<file path="src/rtl/case1_vec_driver.sv">
// ---------------------------------------------------------------------------
// case1_vec_driver
//
// Stimulus/response engine for the 4-input / 3-output combinational "case1"
// block. It walks the DUT inputs {a,b,c,d} through all 16 combinations. For
// each vector it waits a programmable settle time, then samples {x,y,z} and
// compares the sample against a built-in golden function. Every sample is
// folded into a 16-bit MISR signature.
//
// Parameters
//   SETTLE  wait cycles between driving a vector and sampling it (1..15)
//   ERR_W   width of the mismatch counter (saturates at all-ones)
//
// Ports
//   clk, rst_n          clock (rising edge) and asynchronous active-low reset
//   start               one-cycle pulse; begins a sweep when idle
//   busy                high from the cycle after an accepted start until done
//   done                one-cycle pulse when the sweep completes
//   vec_a..vec_d        DUT inputs a..d (vector bits 3..0)
//   dut_x, dut_y, dut_z DUT outputs x, y, z
//   err_cnt             mismatching vectors in the last sweep
//   first_fail          index of the first mismatching vector (0 when none)
//   fail_valid          any mismatch occurred in the last sweep
//   sig                 MISR signature of all sampled responses
// ---------------------------------------------------------------------------
module case1_vec_driver #(
  parameter int unsigned SETTLE = 2,
  parameter int unsigned ERR_W  = 5
) (
  input  logic             clk,
  input  logic             rst_n,
  input  logic             start,
  output logic             busy,
  output logic             done,
  output logic             vec_a,
  output logic             vec_b,
  output logic             vec_c,
  output logic             vec_d,
  input  logic             dut_x,
  input  logic             dut_y,
  input  logic             dut_z,
  output logic [ERR_W-1:0] err_cnt,
  output logic [3:0]       first_fail,
  output logic             fail_valid,
  output logic [15:0]      sig
);

  typedef enum logic [2:0] {
    IDLE,
    DRIVE,
    WAIT,
    SAMPLE,
    FIN
  } state_t;

  localparam logic [3:0] SETTLE_L = 4'(SETTLE);

  state_t      state;
  logic [3:0]  idx;
  logic [3:0]  wait_cnt;

  logic        ga, gb, gc, gd;
  logic [2:0]  gold;
  logic [2:0]  resp;
  logic [15:0] sig_next;

  // Golden response for the vector currently being processed.
  always_comb begin
    ga   = idx[3];
    gb   = idx[2];
    gc   = idx[1];
    gd   = idx[0];
    gold = '0;
    gold[2] = (~ga & ~gb & ~(gc & gd)) | ((ga | gb) & ~gc & ~gd);
    gold[1] = ((ga & gb) ^ gc ^ gd) & ((ga & gb) ^ (gc | gd));
    gold[0] = ((ga | gb) & ~gc & ~gd) | (~(ga & gb) & gc & gd);
  end

  always_comb begin
    resp     = {dut_x, dut_y, dut_z};
    // Feedback taps 15, 11 and 4, with the response folded into the low bits.
    sig_next = {sig[14:0], sig[15] ^ sig[11] ^ sig[4]} ^ {13'b0, resp};
  end

  always_ff @(posedge clk or negedge rst_n) begin
    if (!rst_n) begin
      state      <= IDLE;
      idx        <= '0;
      wait_cnt   <= '0;
      busy       <= 1'b0;
      done       <= 1'b0;
      vec_a      <= 1'b0;
      vec_b      <= 1'b0;
      vec_c      <= 1'b0;
      vec_d      <= 1'b0;
      err_cnt    <= '0;
      first_fail <= '0;
      fail_valid <= 1'b0;
      sig        <= '0;
    end else begin
      case (state)
        IDLE: begin
          done <= 1'b0;
          if (start) begin
            busy       <= 1'b1;
            err_cnt    <= '0;
            first_fail <= '0;
            fail_valid <= 1'b0;
            sig        <= '0;
            idx        <= '0;
            state      <= DRIVE;
          end
        end

        DRIVE: begin
          {vec_a, vec_b, vec_c, vec_d} <= idx;
          wait_cnt <= SETTLE_L;
          state    <= WAIT;
        end

        // The counter is loaded with SETTLE, so WAIT lasts SETTLE cycles;
        // a count of 0 is treated like 1 so an illegal SETTLE cannot hang.
        WAIT: begin
          wait_cnt <= wait_cnt - 4'd1;
          if (wait_cnt <= 4'd1) begin
            state <= SAMPLE;
          end
        end

        SAMPLE: begin
          sig <= sig_next;
          if (resp != gold) begin
            if (err_cnt != '1) begin
              err_cnt <= err_cnt + ERR_W'(1);
            end
            if (!fail_valid) begin
              first_fail <= idx;
              fail_valid <= 1'b1;
            end
          end
          if (idx == 4'd15) begin
            // Outputs for FIN are registered here so that done, the busy
            // fall and the vector return to 0 all appear in the FIN cycle.
            done                         <= 1'b1;
            busy                         <= 1'b0;
            {vec_a, vec_b, vec_c, vec_d} <= 4'd0;
            state                        <= FIN;
          end else begin
            idx   <= idx + 4'd1;
            state <= DRIVE;
          end
        end

        FIN: begin
          done  <= 1'b0;
          state <= IDLE;
        end

        default: begin
          state <= IDLE;
        end
      endcase
    end
  end

endmodule

</file>
<file path="config.mk">
export PLATFORM = sky130hd
export DESIGN_NAME = case1_vec_driver
export DESIGN_NICKNAME = d
export VERILOG_FILES = /design/src/rtl/case1_vec_driver.sv
export SDC_FILE = /design/constraint.sdc
export NUM_CORES = 1
export LEC_CHECK = 0
export ABC_AREA = 1
export BUFFER_PORTS_ARGS = -buffer_cell sky130_fd_sc_hd__buf_4
export CORE_MARGIN = 2
export CORE_UTILIZATION = 62
export CTS_BUF_LIST = sky130_fd_sc_hd__clkbuf_4 sky130_fd_sc_hd__clkbuf_8
export CTS_CLUSTER_DIAMETER = 120
export CTS_CLUSTER_SIZE = 14
export DETAILED_ROUTE_END_ITERATION = 8
export PLACE_DENSITY = 0.88
export SLEW_MARGIN = 20
export SYNTH_ARGS = -nofsm -noshare
export SYNTH_HDL_FRONTEND = slang
export SYNTH_SLANG_ARGS = --single-unit
</file>
<file path="constraint.sdc">
create_clock -name clk -period 2.6 [get_ports clk]
set_clock_uncertainty 0.05 [all_clocks]
set_input_delay 0.39 -clock clk [delete_from_list [all_inputs] [get_ports clk]]
set_output_delay 0.39 -clock clk [all_outputs]
set_load 0.05 [all_outputs]
</file>
==> results of run 1 <==
critical path, delay by kind of cell (launching register included):
family                     cells  cell delay [ns]
buffers and inverters          1             0.06
and+or+nand+nor                8             0.88
adders and majority gates      1             0.31
DFF                            1             0.45
cell usage in the layout (no fill, tap or decap), types with 4 or more instances in the layout:
| cell type | netlist | layout |
|---|---|---|
| nand2_1 | 52 | 52 |
| dfrtp_1 | 43 | 43 |
| buf_4 | 0 | 37 |
| inv_1 | 33 | 33 |
| nand3_1 | 16 | 16 |
| o22ai_1 | 14 | 14 |
| nor2_1 | 12 | 12 |
| o21ai_0 | 12 | 12 |
| ha_1 | 7 | 7 |
| clkbuf_4 | 0 | 7 |
| nand4_1 | 6 | 6 |
| nor3_1 | 5 | 5 |
| a21oi_1 | 4 | 4 |
cell type report:
| cell class | instances | area, µm² |
|---|---|---|
| inverter | 37 | 138.9 |
| fill | 246 | 793.3 |
| multi-input combinational | 152 | 873.3 |
| tap | 46 | 57.56 |
| sequential | 43 | 1076 |
| clock inverter | 1 | 5.005 |
| clock buffer | 7 | 52.55 |
| timing repair buffer | 38 | 287.8 |
report_power, final:
| group | switching (mW) | internal [mW] | leakage, nW |
|---|---|---|---|
| clock network | 0.201 | 0.127 | 0.0361 |
| logic | 0.961 | 0.420 | 0.713 |
| registers | 0.177 | 0.832 | 0.574 |
| total | 1.34 | 1.38 | 1.32 |
state kept, by name (all words and copies together) (netlist names), 3 cells and up:
signal / cells
first_fail: 4
state: 3
sig: 16
err_cnt: 5
idx: 4
wait_cnt: 4
timing repair:
item	4_1_cts	5_1_grt
hold buffers	1	0
setup buffers	0	0
endpoints found under the hold margin	43	0
final timing paths:
| path | from | end |
|---|---|---|
| min in group asynchronous | rst_n | wait_cnt[0] |
| max in group asynchronous | rst_n | first_fail[0] |
| min | start | state[0] |
| max reg2reg | idx[2] | err_cnt[1] |
| max | idx[2] | err_cnt[1] |
| min reg2reg | first_fail[0] | first_fail[0] |
kinds of logic after synthesis:
group | Yosys count
compound gates | 35
xor+xnor | 5
fa+ha+maj | 7
buf+inv | 40
flops | 43
mux | 1
simple gates | 104
metal layers:
| metal | part of all wire, % | wire length (µm) |
|---|---|---|
| met1 | 45 | 1871 |
| met2 | 50 | 2065 |
| met3 | 3.7 | 154 |
| met4 | 0.82 | 34 |
| met5 | 0 | 0 |
metrics by stage:
stage / cells / setup slack [ns] / cell area [µm²] / utilization, %
finish: 324 / 0.7529 / 2491 / 75.85
detailed placement: 315 / 0.7828 / 2424 / 73.79
global placement: 315 / 0.8456 / 2424 / 73.79
global route: 324 / 0.5438 / 2491 / 75.85
CTS: 324 / 0.7593 / 2491 / 75.85
floorplan: 235 / 0.8589 / 2102 / -
==> qor.txt, run 1 <==
status = completed
Largest stage delay, worst path = 0.45 ns
post-synth cell types = 29
vias per cell = 5.361
row cnt = 21
Port Buffers = 37
Synth Register Bits = 43
Post-synth EDFFs = 0
Synth Area in Simple Gates = 24.05%
worst-skew pair later-pin latency = 0.34 ns
Yosys Warn Count = 0
Crit Path Class = reg -> reg
Cells after Synth = 235
Hold Fails Final Rpt = 0
Final Hold Slack = 0.3342 ns
grt met3 use = 5.978%
die height = 62.23 µm
WP data required = 2.80 ns
GR Overflow Total = 0
Pins Over Slew Limit = 0
power density cells = 1091 nW/µm²
DR pass1 iterations = 4
Worst VDD drop = 0.6253 mV
Detailed Route Iter0 Violations = 124
RSZ-0062 raised after global routing = false
core area = 3284 µm²
initial core utilization = 64.00%
hold crit path type = in -> reg
I/O pin count = 38
most used routing layer = met2
ranking of synthesized cells by area = dfrtp_1, nand2_1, inv_1, ha_1, o22ai_1
area of the mapped netlist = 2102 µm²
post-CTS sizing = 0
Post-synth top flop = dfrtp_1
Area Overhead vs Synth = 18.51%
Synth Net Count = 248
largest net degree at the start of global routing = 44
Static Leak = 1.323 nW
Reg clk slew, reported paths = 0.12 ns
vias in the first global route = 1697
top-count cell post-synth = nand2_1
Max Cap Viol = 0
met2 Use GR = 40.08%
register area share after synthesis = 51.19%
crit path DAT = 2.05 ns
Die X = 62.23 µm
cell repeated most along the worst path = nand2_1
clock sinks = 43
largest area contributor in the netlist = dfrtp_1
CP Capture Type = flip-flop
CTS Root Cell = clkbuf_4
Post-Route WL = 4.125 mm
drt drc = 0
Synth Area in XOR/XNOR = 2.083%
M1 GR Usage = 33.00%
CTS tree = yes
CP max-delay cell = dfrtp_1
Async SR Flop Fraction = 100.0%
CTS buffer count = 5
Global Route Usage Sum = 24.52%
Mapped Avg Cell Area = 8.945 µm²
Worst Path Max Fanout = 7
CTS H-tree lvls = 2
post-synthesis compound-gate area fraction = 10.77%
Worst slew margin = 66.22%
wire length of the first global-routing pass = 7.596 mm
Pwr Total = 2.717 mW
vias = 1737
Worst Hold Depth = 3
main combinational cell family by area after synthesis = simple AND/OR/NAND/NOR gates
Yosys top cell area share = 51.19%
Tcrit/Tclk final = 71.04%
Adder-Cell Fraction of Synth Area = 4.167%
synth cell count leaders = nand2_1, dfrtp_1, inv_1
hpwl dp = 3.071 mm
Final setup violation count = 0
Reg2Reg Setup Slack = 0.75 ns
setup TNS = 0 ns
mux contribution to synthesized area = 0.4762%
worst-path cell chain = nand2_1, ha_1, inv_1, nand2_1, nand2_1, nand3_1, nand2_1, nand3_1, nand4_1, nand2_1
worst-margin pin slew = 0.5068 ns
type of origin of the critical path = flip-flop
fraction of layout cells with a size suffix above 1 = 22.30%
Bufs on Longest Clock Path = 2
final weighted congestion of routability-driven global placement = 0.8753
Final #Nets = 290
post-layout minimum cycle time = 1.847 ns
Max Freq = 541.4 MHz
antenna fix cells = 0
area of the die = 3872 µm²
worst-case reg-to-reg path depth = 10
WL/cell = 12.73 µm
Routed Antenna Nets = 0
initial antenna violation count = 0
Power figures use the tool's default switching activity.
==> run 2, diff against run 1 <==
--- a/config.mk
+++ b/config.mk
@@ -8,12 +8,12 @@
 export ABC_AREA = 1
 export BUFFER_PORTS_ARGS = -buffer_cell sky130_fd_sc_hd__buf_4
 export CORE_MARGIN = 2
-export CORE_UTILIZATION = 62
+export CORE_UTILIZATION = 57
 export CTS_BUF_LIST = sky130_fd_sc_hd__clkbuf_4 sky130_fd_sc_hd__clkbuf_8
 export CTS_CLUSTER_DIAMETER = 120
 export CTS_CLUSTER_SIZE = 14
 export DETAILED_ROUTE_END_ITERATION = 8
-export PLACE_DENSITY = 0.88
+export PLACE_DENSITY = 0.82
 export SLEW_MARGIN = 20
 export SYNTH_ARGS = -nofsm -noshare
 export SYNTH_HDL_FRONTEND = slang
==> constraint.sdc (replaced) <==
create_clock -name clk -period 1.9 [get_ports clk]
set_clock_uncertainty 0.05 [all_clocks]
set_input_delay 0.285 -clock clk [delete_from_list [all_inputs] [get_ports clk]]
set_output_delay 0.285 -clock clk [all_outputs]
set_load 0.05 [all_outputs]
==> run 2 against run 1 <==
  * Critical endpoint unchanged
  * Utilization fell by 3.6 points
  * Non-clock buffer count is 4 higher
  * Design area up 4.6%
  * Final cell count is 1.9% higher
  * Largest cell class unchanged
  * Power is 52% higher
  * Routed wire length rose by 4.9%
==> qor.txt, run 2 (synthesis gave the netlist of run 1 again) <==
antenna fix cells = 0 (unchanged)
Largest register FFs = 16 (unchanged)
Max Cap Viol = 0 (unchanged)
power density cells = 1585 nW/µm² (+45%)
Pins Over Slew Limit = 0 (unchanged)
Largest stage delay, worst path = 0.42 ns (-0.03 ns)
I/O pin count = 38 (unchanged)
fraction of layout cells with a size suffix above 1 = 24.82% (+2.5 points)
Placed Area = 2456 µm² (+1.3%)
area of the die = 4189 µm² (+8.2%)
Static Leak = 1.368 nW (+3.4%)
Largest Register = sig
wire length of the first global-routing pass = 7.527 mm (-0.91%)
largest net degree at the start of global routing = 44 (unchanged)
RSZ-0062 raised after global routing = false
pre-CTS setup slack = 0.1318 ns (-0.6510 ns)
post-layout minimum cycle time = 1.755 ns (-0.09237 ns)
M1 GR Usage = 32.36% (-0.64 points)
Crit Path Class = reg -> reg
crit path buf inv count = 1 (unchanged)
status = completed
Max Freq = 569.9 MHz (+5.3%)
Worst slew margin = 64.47% (-1.7 points)
CTS buffer count = 5 (unchanged)
vias per cell = 5.321 (-0.74%)
Port Buffers = 37 (unchanged)
most frequent cells in the layout = nand2_1, dfrtp_1, buf_4
clock sinks = 43 (unchanged)
Tcrit/Tclk final = 92.36% (+21 points)
Worst VDD drop = 0.9548 mV (+53%)
Reg clk slew, reported paths = 0.08 ns (-0.04 ns)
Global Route Usage Sum = 23.17% (-1.3 points)
Die X = 64.73 µm (+4.0%)
GR Overflow Total = 0 (unchanged)
Area Overhead vs Synth = 23.99%
initial core utilization = 58.29% (-5.7 points)
Hold Fails Final Rpt = 0 (unchanged)
Filler Cells Inserted = 290 (+18%)
die height = 64.73 µm (+4.0%)
most used routing layer = met2
Largest regs = sig (16), err_cnt (5)
Worst Path Max Fanout = 5 (-2)
final weighted congestion of routability-driven global placement = 0.8284 (-5.4%)
CP max-delay cell = dfrtp_1
grt met3 use = 5.382% (-0.60 points)
vias = 1756 (+1.1%)
Final setup violation count = 0 (unchanged)
setup TNS = 0 ns (unchanged)
CTS H-tree lvls = 2 (unchanged)
row cnt = 22 (+4.8%)
met2 Use GR = 36.86% (-3.2 points)
CTS Root Cell = clkbuf_8
WL/cell = 13.12 µm (+3.0%)
cell repeated most along the worst path = nand2_1
drt drc = 0 (unchanged)
final worst slack = 0.1453 ns (-0.6076 ns)
hpwl dp = 3.015 mm (-1.8%)
WP data required = 2.04 ns (-0.76 ns)
Top Family by Delay on Critical Path = simple AND/OR/NAND/NOR gates
vias in the first global route = 1645 (-3.1%)
hold crit path type = in -> reg
most common cell after layout, fill and taps aside = nand2_1
worst-path cell chain = nand2_1, ha_1, inv_1, nand2_1, nand2_1, nand2_1, nand2_1, nand2_1, nand3_4, nand2_2, nand2_1, nand2_1
Final Cell Area = 2606 µm² (+4.6%)
type of origin of the critical path = flip-flop
total setup buffers inserted after CTS = 0 (unchanged)
Detailed Route Iter0 Violations = 69 (-44%)
DR pass1 iterations = 4 (unchanged)
worst-margin pin slew = 0.5329 ns (+0.02614 ns)
Final Hold Slack = 0.2720 ns (-0.06223 ns)
Pwr Total = 4.131 mW (+52%)
core area = 3606 µm² (+9.8%)
CP Capture Type = flip-flop
Post-Route WL = 4.329 mm (+4.9%)
Final #Nets = 294 (+1.4%)
worst-skew pair later-pin latency = 0.30 ns (-0.04 ns)
CTS tree = yes
crit path DAT = 1.90 ns (-0.15 ns)
Bufs on Longest Clock Path = 2 (unchanged)
initial antenna violation count = 0 (unchanged)
Routed Antenna Nets = 0 (unchanged)
[run 2: worst paths after layout]
kind,start,endpoint,slack [ns],cells after the start
max in group asynchronous,rst_n,idx[0],0.95,2
worst min register to register,first_fail[0],first_fail[0],0.43,2
min in group asynchronous,rst_n,vec_d,0.46,2
worst max register to register,idx[2],err_cnt[1],0.15,12
worst max-delay path,idx[2],err_cnt[1],0.15,12
worst min-delay path,start,busy,0.27,3
[run 2: final cells by class]
class / count / area, µm² / area share [%]
clock inverters: 2 / 35.03 / 1.344
flip-flops and latches: 43 / 1079 / 41.38
clock buffers: 6 / 82.58 / 3.169
inverters: 37 / 138.9 / 5.329
multi-input cells: 152 / 893.4 / 34.28
well taps: 48 / 60.06 / 2.304
repair buffers: 42 / 317.8 / 12.19
[run 2: where the power goes]
group | internal [mW] | leakage, nW | switching (mW)
combinational | 0.640 | 0.735 | 1.39
clock | 0.425 | 0.0612 | 0.309
sequential | 1.14 | 0.571 | 0.224
total | 2.21 | 1.37 | 1.92
[run 2: per-layer routing]
metal / routed length (µm) / part of all wire [%]
met1: 1928 / 45
met2: 2145 / 50
met3: 201 / 4.6
met4: 53 / 1.2
met5: 0 / 0
[run 2: stage by stage]
stage	util, %	instances
after global placement	68.11	321
final	72.28	330
after CTS	71.65	330
after detailed placement	68.11	321
after global routing	72.28	330
after floorplan	-	235
[run 2: repair_timing]
item	4_1_cts	5_1_grt
endpoints found under the hold margin	43	0
setup endpoints to repair	0	7
hold buffers	1	0
gates resized for setup	0	6
[run 2: worst reg2reg max path, cell delays in order (launching register included)]
cell     delay (ns)
dfrtp_1        0.42
nand2_1        0.12
ha_1           0.31
inv_1          0.06
nand2_1        0.05
nand2_1        0.07
nand2_1        0.06
nand2_1        0.05
nand2_1        0.10
nand3_4        0.14
nand2_2        0.10
nand2_1        0.09
nand2_1        0.05
==> run 3, diff against run 2 <==
--- a/config.mk
+++ b/config.mk
@@ -6,14 +6,14 @@
 export NUM_CORES = 1
 export LEC_CHECK = 0
 export ABC_AREA = 1
-export BUFFER_PORTS_ARGS = -buffer_cell sky130_fd_sc_hd__buf_4
+export BUFFER_PORTS_ARGS = -buffer_cell sky130_fd_sc_hd__buf_2
 export CORE_MARGIN = 2
 export CORE_UTILIZATION = 57
 export CTS_BUF_LIST = sky130_fd_sc_hd__clkbuf_4 sky130_fd_sc_hd__clkbuf_8
 export CTS_CLUSTER_DIAMETER = 120
 export CTS_CLUSTER_SIZE = 14
 export DETAILED_ROUTE_END_ITERATION = 8
-export PLACE_DENSITY = 0.82
+export PLACE_DENSITY = 0.79
 export SLEW_MARGIN = 20
 export SYNTH_ARGS = -nofsm -noshare
 export SYNTH_HDL_FRONTEND = slang
==> run 3 against run 2 <==
  * The flow now finishes with violations (negative hold slack)
  * Die area unchanged
  * Non-clock buffer count unchanged
  * Global-route usage increased by 0.078 points
  * Combinational power decreased by 4%
  * Fmax increased by 1.6%
  * Final cell count decreased by 0.30%
  * Critical endpoint unchanged
  * Largest cell class unchanged
==> qor.txt, run 3 (synthesis gave the netlist of run 1 again) <==
status = finished, violations left
failing checks = negative hold slack
final worst slack = 0.1732 ns (+0.02794 ns)
post-layout minimum cycle time = 1.727 ns (-0.02794 ns)
Worst Path Max Fanout = 7 (+2)
initial antenna violation count = 0 (unchanged)
Routed Antenna Nets = 0 (unchanged)
most common cell after layout, fill and taps aside = nand2_1
Tcrit/Tclk final = 90.88% (-1.5 points)
WL/cell = 12.86 µm (-2.0%)
Final Hold Slack = -0.01148 ns (-0.2835 ns)
Reg clk slew, reported paths = 0.08 ns (about the same)
grt met3 use = 5.903% (+0.52 points)
Final setup violation count = 0 (unchanged)
worst-skew pair later-pin latency = 0.29 ns (about the same)
worst-case reg-to-reg path depth = 11 (-1)
met2 Use GR = 37.50% (+0.64 points)
hold_buf cts = 0 (-1)
CTS H-tree lvls = 2 (unchanged)
largest net degree at the start of global routing = 44 (unchanged)
Util after Layout = 68.88% (-3.4 points)
clock sinks = 43 (unchanged)
post-CTS sizing = 0 (unchanged)
Worst VDD drop = 0.9436 mV (-1.2%)
Hold Fails Final Rpt = 12 (+12)
power density cells = 1565 nW/µm² (-1.3%)
CP Capture Type = flip-flop
Reg2Reg Setup Slack = 0.17 ns (+0.03 ns)
Port Buffers = 37 (unchanged)
Die X = 64.73 µm (unchanged)
initial core utilization = 58.29% (unchanged)
Global Route Usage Sum = 23.24% (+0.078 points)
Area Overhead vs Synth = 18.15%
r2r endpoint = err_cnt[1]
GR Overflow Total = 0 (unchanged)
vias in the first global route = 1658 (+0.79%)
antenna fix cells = 0 (unchanged)
Final #Nets = 294 (unchanged)
most used routing layer = met2
drt drc = 0 (unchanged)
row cnt = 22 (unchanged)
reg-to-reg critical path startpoint = idx[2]
area of the die = 4189 µm² (unchanged)
hold crit path type = in -> async
M1 GR Usage = 30.71% (-1.7 points)
total setup buffers inserted after CTS = 0 (unchanged)
CTS Root Cell = clkbuf_8
Max Freq = 579.1 MHz (+1.6%)
Crit Path Class = reg -> reg
Post-Route WL = 4.231 mm (-2.3%)
Max Cap Viol = 0 (unchanged)
CTS tree = yes
hpwl dp = 3.001 mm (-0.45%)
crit path DAT = 1.87 ns (-0.03 ns)
worst-margin pin slew = 0.5350 ns (+0.002065 ns)
most frequent cells in the layout = nand2_1, dfrtp_1, buf_2
Largest Register = sig
Static Leak = 1.349 nW (-1.4%)
Largest regs = sig (16), err_cnt (5)
fraction of layout cells with a size suffix above 1 = 25.27% (+0.44 points)
core area = 3606 µm² (unchanged)
Worst slew margin = 64.34% (-0.14 points)
wire length of the first global-routing pass = 7.493 mm (-0.45%)
pre-CTS setup slack = 0.1137 ns (-0.01808 ns)
RSZ-0062 raised after global routing = false
register area = 1079 µm² (unchanged)
Bufs on Longest Clock Path = 2 (unchanged)
Pins Over Slew Limit = 0 (unchanged)
die height = 64.73 µm (unchanged)
CTS buffer count = 5 (unchanged)
Filler Cells Inserted = 317 (+9.3%)
setup TNS = 0 ns (unchanged)
type of origin of the critical path = flip-flop
Multi-input gate area = 895.9 µm² (+0.28%)
WP data required = 2.04 ns (about the same)
Largest register FFs = 16 (unchanged)
DR pass1 iterations = 4 (unchanged)
final weighted congestion of routability-driven global placement = 0.7848 (-5.3%)
Detailed Route Iter0 Violations = 85 (+23%)
I/O pin count = 38 (unchanged)
vias per cell = 5.258 (-1.2%)
vias = 1730 (-1.5%)
[run 3: cell count changes in the layout (fill, tap and decap cells not counted), sizes merged]
| cell | change |
|---|---|
| dlygate4sd3 | -1 |
| bufinv | -1 |
| buf | +1 |
[run 3: worst max-delay path: stages, from the launching register on]
cell and delay, ns:
dfrtp_1 0.44, nand2_2 0.11, ha_1 0.31, inv_1 0.04
nand2_1 0.05, nand2_1 0.06, nand2_1 0.06, nand2_1 0.04
nand2_1 0.12, nand3_2 0.17, nand4_1 0.11, nand2_1 0.06
[run 3: where the power goes]
part	switching (mW)	total, mW	internal [mW]	leakage [nW]
clock	0.297	0.583	0.285	0.0470
sequential	0.223	1.37	1.14	0.571
combinational	1.38	1.94	0.561	0.731
[run 3: worst max-delay path by stage]
stage                          start            end
after floorplan           err_cnt[0]     err_cnt[0]
after global placement        idx[2]  first_fail[2]
after detailed placement      idx[2]     err_cnt[4]
after CTS                     idx[2]     err_cnt[4]
after global routing          idx[0]  first_fail[0]
final                         idx[2]     err_cnt[1]
[run 3: final cells by class]
class / instances / area share, %
flip-flops and latches: 43 / 43.43
multi-input cells: 152 / 36.07
repair buffers: 42 / 8.967
inverters: 37 / 5.592
clock buffers: 6 / 3.325
well taps: 48 / 2.418
clock inverters: 1 / 0.2015
[run 3: per-layer routing]
| metal | up-vias | part of all wire [%] |
|---|---|---|
| met1 | 827 | 46 |
| met3 | 5 | 4.1 |
| met4 | 0 | 1.5 |
| met5 | - | 0 |
| met2 | 32 | 48 |
| li1 | 866 | - |
[run 3: through the flow]
step                cells  power (mW)  cell area, µm²
global route          329       4.172            2484
floorplan             235       2.801            2102
detailed placement    322       3.266            2371
finish                329       3.887            2484
CTS                   329       3.861            2459
global placement      322       3.222            2371
